**config.mk**
```make
export PLATFORM = sky130hd
export DESIGN_NAME = psec6_acq_sequencer
export DESIGN_NICKNAME = d
export VERILOG_FILES = /design/src/rtl/psec6_acq_sequencer.sv
export SDC_FILE = /design/constraint.sdc
export NUM_CORES = 1
export LEC_CHECK = 0
export ABC_CLOCK_PERIOD_IN_PS = 1500
export CORE_ASPECT_RATIO = 0.7
export CORE_UTILIZATION = 45
export CTS_CLUSTER_SIZE = 16
export DETAILED_ROUTE_END_ITERATION = 10
export GPL_ROUTABILITY_DRIVEN = 0
export HOLD_SLACK_MARGIN = 0.03
export PLACE_DENSITY = 0.78
export SLEW_MARGIN = 30
export SYNTH_ARGS = -nofsm -noshare
export SYNTH_HDL_FRONTEND = slang
export SYNTH_SLANG_ARGS = --single-unit
```
**constraint.sdc**
```tcl
create_clock -name spi_clk -period 1.5 [get_ports spi_clk]
set_clock_uncertainty 0.05 [all_clocks]
set_input_delay 0.225 -clock spi_clk [delete_from_list [all_inputs] [get_ports spi_clk]]
set_output_delay 0.225 -clock spi_clk [all_outputs]
set_load 0.02 [all_outputs]
```
**src/rtl/psec6_acq_sequencer.sv**
```systemverilog
// PSEC6 acquisition/readout sequencer: arm, post-trigger stop delay,
// and a load/shift walk over every channel counter.
module psec6_acq_sequencer #(
  parameter int NUM_SEL   = 5,
  parameter int WORD_BITS = 16,
  parameter int DELAY_W   = 6
) (
  input  logic               spi_clk,
  input  logic               rst,
  input  logic               inst_start,
  input  logic               inst_readout,
  input  logic               inst_rst,
  input  logic               trigger_in,
  input  logic [DELAY_W-1:0] trigger_delay,
  input  logic               auto_rearm,
  output logic               clk_enable,
  output logic [2:0]         select_reg,
  output logic               load_strobe,
  output logic               shift_en,
  output logic               busy,
  output logic               acq_done,
  output logic [2:0]         state_dbg
);

  localparam int BW = (WORD_BITS > 1) ? $clog2(WORD_BITS) : 1;

  typedef enum logic [2:0] {
    S_IDLE     = 3'd0,
    S_SAMPLING = 3'd1,
    S_DELAY    = 3'd2,
    S_HOLD     = 3'd3,
    S_LOAD     = 3'd4,
    S_SHIFT    = 3'd5,
    S_DONE     = 3'd6
  } state_e;

  state_e             state_q, state_d;
  logic [DELAY_W-1:0] dly_q, dly_d;
  logic [BW-1:0]      bit_q, bit_d;
  logic [2:0]         sel_q, sel_d;
  logic               trig_q;
  logic               trig_rise;
  logic               ce_q, ce_d;
  logic               ld_q, ld_d;
  logic               sh_q, sh_d;
  logic               bz_q, bz_d;
  logic               dn_q, dn_d;

  assign trig_rise = trigger_in & ~trig_q;

  always_comb begin
    state_d = state_q;
    dly_d   = dly_q;
    bit_d   = bit_q;
    sel_d   = sel_q;
    if (inst_rst) begin
      state_d = S_IDLE;
      dly_d   = '0;
      bit_d   = '0;
      sel_d   = '0;
    end else begin
      unique case (state_q)
        S_IDLE: begin
          if (inst_start) state_d = S_SAMPLING;
        end
        S_SAMPLING: begin
          if (trig_rise) begin
            dly_d   = trigger_delay;
            state_d = (trigger_delay == '0) ? S_HOLD : S_DELAY;
          end
        end
        S_DELAY: begin
          dly_d = dly_q - DELAY_W'(1);
          if (dly_q == DELAY_W'(1)) state_d = S_HOLD;
        end
        S_HOLD: begin
          if (inst_readout) begin
            state_d = S_LOAD;
            sel_d   = '0;
          end else if (inst_start) begin
            state_d = S_SAMPLING;
          end
        end
        S_LOAD: begin
          bit_d   = '0;
          state_d = S_SHIFT;
        end
        S_SHIFT: begin
          bit_d = bit_q + BW'(1);
          if (bit_q == BW'(WORD_BITS - 1)) begin
            if (sel_q < 3'(NUM_SEL - 1)) begin
              sel_d   = sel_q + 3'd1;
              state_d = S_LOAD;
            end else begin
              state_d = S_DONE;
            end
          end
        end
        S_DONE: begin
          sel_d   = '0;
          state_d = auto_rearm ? S_SAMPLING : S_IDLE;
        end
        default: state_d = S_IDLE;
      endcase
    end
  end

  // Outputs are decoded from the next state so they register with it.
  always_comb begin
    ce_d = (state_d == S_SAMPLING) || (state_d == S_DELAY);
    ld_d = (state_d == S_LOAD);
    sh_d = (state_d == S_SHIFT);
    bz_d = (state_d != S_IDLE);
    dn_d = (state_d == S_DONE);
  end

  always_ff @(posedge spi_clk) begin
    if (rst) begin
      state_q <= S_IDLE;
      dly_q   <= '0;
      bit_q   <= '0;
      sel_q   <= '0;
      trig_q  <= 1'b0;
      ce_q    <= 1'b0;
      ld_q    <= 1'b0;
      sh_q    <= 1'b0;
      bz_q    <= 1'b0;
      dn_q    <= 1'b0;
    end else begin
      state_q <= state_d;
      dly_q   <= dly_d;
      bit_q   <= bit_d;
      sel_q   <= sel_d;
      trig_q  <= trigger_in;
      ce_q    <= ce_d;
      ld_q    <= ld_d;
      sh_q    <= sh_d;
      bz_q    <= bz_d;
      dn_q    <= dn_d;
    end
  end

  assign clk_enable  = ce_q;
  assign select_reg  = sel_q;
  assign load_strobe = ld_q;
  assign shift_en    = sh_q;
  assign busy        = bz_q;
  assign acq_done    = dn_q;
  assign state_dbg   = state_q;

endmodule

```
==> impl_metrics.tcl <==
set metrics [dict create \
    multi_input_comb_area_sq_um 738.2 \
    drtIter0Drc 105 \
    critical_path_class "reg2reg" \
    final.setup.tns_ps -272.8 \
    endpoint_kind "flop" \
    cellLeakagePower_nw 0.7581 \
    viasPerCell 5.886 \
    reg_top3 "dly_q x6, bit_q x4" \
    maxCapViolCount 0 \
    cts_tree "done" \
    hpwl_microns 2484 \
    worst_slew_pin_slew_ps 426.9 \
    rsz0062_at_grt "yes" \
    dr.pass1.iters 5 \
    nFillCells 169 \
    dp_slack_ps -311.1 \
    grt_usage 0.2796 \
    post-route-util 0.7491 \
    clk_latency_ps 270 \
    layout.area.seq_sq_um 451.7 \
    slew_headroom 0.7154 \
    grt_first_pass_wirelength_microns 5878 \
    cts_buffers 3 \
    htreeDepth 1 \
    cp_max_fo 4 \
    die_w_microns 63.01 \
    crit_required_ps 1620 \
    die_h_microns 44.71 \
    cts_sinks 22 \
    placedCellCount 219 \
    violations "negative setup slack" \
    num_rows 15 \
    hold_viol 0 \
    grtUsageMet1 0.3614 \
    start_kind "flop" \
    period_needed_ps 1599 \
    via_count 1348 \
    finalCritPeriodShare 1.066 \
    synth_cells 135 \
    clk_pin_slew_ps 90 \
    syn2layout_area_growth_pct 57.10 \
    syn_nets 152 \
    clkPwrFrac 0.422 \
    busiest_layer "met2" \
    hold_class "reg2reg" \
    finalNonFillerCells 229 \
    routed_wl_microns 3757 \
    switching_share 0.2197 \
    switchingPower_mw 0.2946 \
    start_util 0.4768 \
    gr-total-overflow 0 \
    grt_max_degree 14 \
    power.internal_mw 1.046 \
    largest_register_ffs 6 \
    core_sq_mm 0.002459 \
    seq_area_frac_synth 0.3757 \
    diodes 0 \
    crit_arrival_ps 1720 \
    crit_chain "ha_2 > nand4_1 > a32oi_1 > and4_4 > mux2_4" \
    fin_nets 213 \
    drive_above_1_share 0.3179 \
    holdWs_ps 413.5 \
    antenna_found_initial 0 \
    die-area_sq_mm 0.002817 \
    synth_flop_cell "dfxtp_1" \
    port_buffers 23 \
    p_comb_frac 0.134 \
    drc 0 \
    largest-register "dly_q" \
    fmax_ghz 0.6254 \
    power_density_mw_per_mm2 727.9 \
    wl_per_cell_microns 16.41 \
    cpPeakStageDelay_ps 350 \
    use_met3 0.06566 \
    yosys_warnings 0 \
    pwr-share-seq 0.444 \
    synth-seq-cells 22 \
    yosysUniqueCellTypes 41 \
    ant_nets 0 \
    cts_buffer_depth 2 \
    grt_pass1_vias 1246 \
    irDropWorstVdd_v 0.0005490 \
    cts.hold.buffers_added 0 \
    drv_slew 0 \
    setup_viol 5 \
    io_pins 24 \
    syn_area_per_cell_sq_um 8.684 \
    synth_edf_count 0 \
    syn-cell-area_sq_mm 0.001172 \
    fin_ws_ps -99.01 \
    cts-root-buf "clkbuf_8" \
    grtUsageMet2 0.4645 \
    outcome "finished, violations left" \
    synth-async-reset-ratio 0 \
    cp_slowest_cell "dfxtp_1" \
]
## power groups by stage
| stage | Sequential (mW) | Clock [mW] | Combinational (mW) |
|---|---|---|---|
| detailed placement | 0.613 | 0 | 0.154 |
| CTS | 0.596 | 0.565 | 0.160 |
| finish | 0.595 | 0.566 | 0.180 |
| global placement | 0.612 | 0 | 0.149 |
| global route | 0.596 | 0.594 | 0.191 |
| floorplan | 0.616 | 0 | 0.0568 |
## cell usage in the layout, fill, tap and decap left out, drive strengths merged, types with 3 or more instances in the layout
cell / n
clkbuf: 3
nand3b: 3
and3b: 3
dfxtp: 22
nand3: 9
a32oi: 3
clkdlybuf4s50: 17
nor3b: 4
nor2: 10
nand2: 6
inv: 4
nor2b: 5
dlygate4sd2: 6
o21ai: 8
a21oi: 17
ha: 4
nand2b: 4
a31oi: 3
buf: 38
## through the flow
| stage | power [mW] | area, sq um |
|---|---|---|
| 6_report | 1.341 | 1842 |
| 5_1_grt | 1.380 | 1842 |
| 3_5_place_dp | 0.7665 | 1669 |
| 2_1_floorplan | 0.6730 | 1185 |
| 3_3_place_gp | 0.7612 | 1669 |
| 4_1_cts | 1.321 | 1785 |
## worst paths after layout
path / start / end / slack [ps] / cells after the start
max: bit_q[1] / clk_enable / -100 / 5
min: dly_q[1] / dly_q[1] / 410 / 2
max reg2reg: bit_q[1] / clk_enable / -100 / 5
min reg2reg: dly_q[1] / dly_q[1] / 410 / 2
## routing by layer
metal  wire, microns  vias to the layer above  part of all wire
li1                -                      623                 -
met1            1588                      634              0.42
met2            1679                       74              0.45
met3             343                       17             0.091
met4             146                        0             0.039
met5               0                        -                 0
## worst max-delay path: cells and delay by family, from the launching register on
kind,cells,cell delay [ps]
fa+ha+maj,1,220
compound gates,1,190
mux,1,290
flops,1,350
simple gates,2,390
## repair_timing
action	CTS	global route
buffers inserted	4	2
gates resized for setup	14	13
endpoints found under the setup margin	15	11
pin swaps	5	6
## Yosys cell counts (2+ instances only)
cell type,number,area share
and3b_1,3,0.022
inv_1,4,0.013
nor2b_1,5,0.027
nand3_1,8,0.034
nand2b_1,4,0.021
o21ai_0,8,0.034
and2_1,2,0.011
nand3b_1,3,0.019
a21oi_1,17,0.073
nor3_1,2,0.0085
buf_4,2,0.013
nor3b_1,3,0.019
ha_1,4,0.043
and4b_1,2,0.017
nand2_1,6,0.019
a32oi_1,3,0.022
buf_2,2,0.0085
a31oi_1,3,0.016
a2bb2oi_1,2,0.015
dfxtp_1,22,0.38
nor2_1,10,0.032
## cell type report
| cell class | count | share of cell area |
|---|---|---|
| Inverter | 4 | 0.008152 |
| Clock inverter | 1 | 0.01630 |
| Multi-Input combinational cell | 104 | 0.4008 |
| Timing Repair Buffer | 61 | 0.2840 |
| Sequential cell | 22 | 0.2452 |
| Tap cell | 34 | 0.02310 |
| Clock buffer | 3 | 0.02242 |
## cell families (layout without fill, tap and decap cells)
kind of cell	count (synthesis)	count (layout)	synth area share
AO/OA/AOI/OAI	39	39	0.2039
XOR/XNOR	1	1	0.007472
adder cells (fa/ha/maj)	4	4	0.04269
buffers and inverters	9	69	0.03734
flip-flops	22	22	0.3757
multiplexers	1	1	0.01280
AND/OR/NAND/NOR	59	59	0.3202
Power figures use the tool's default switching activity.
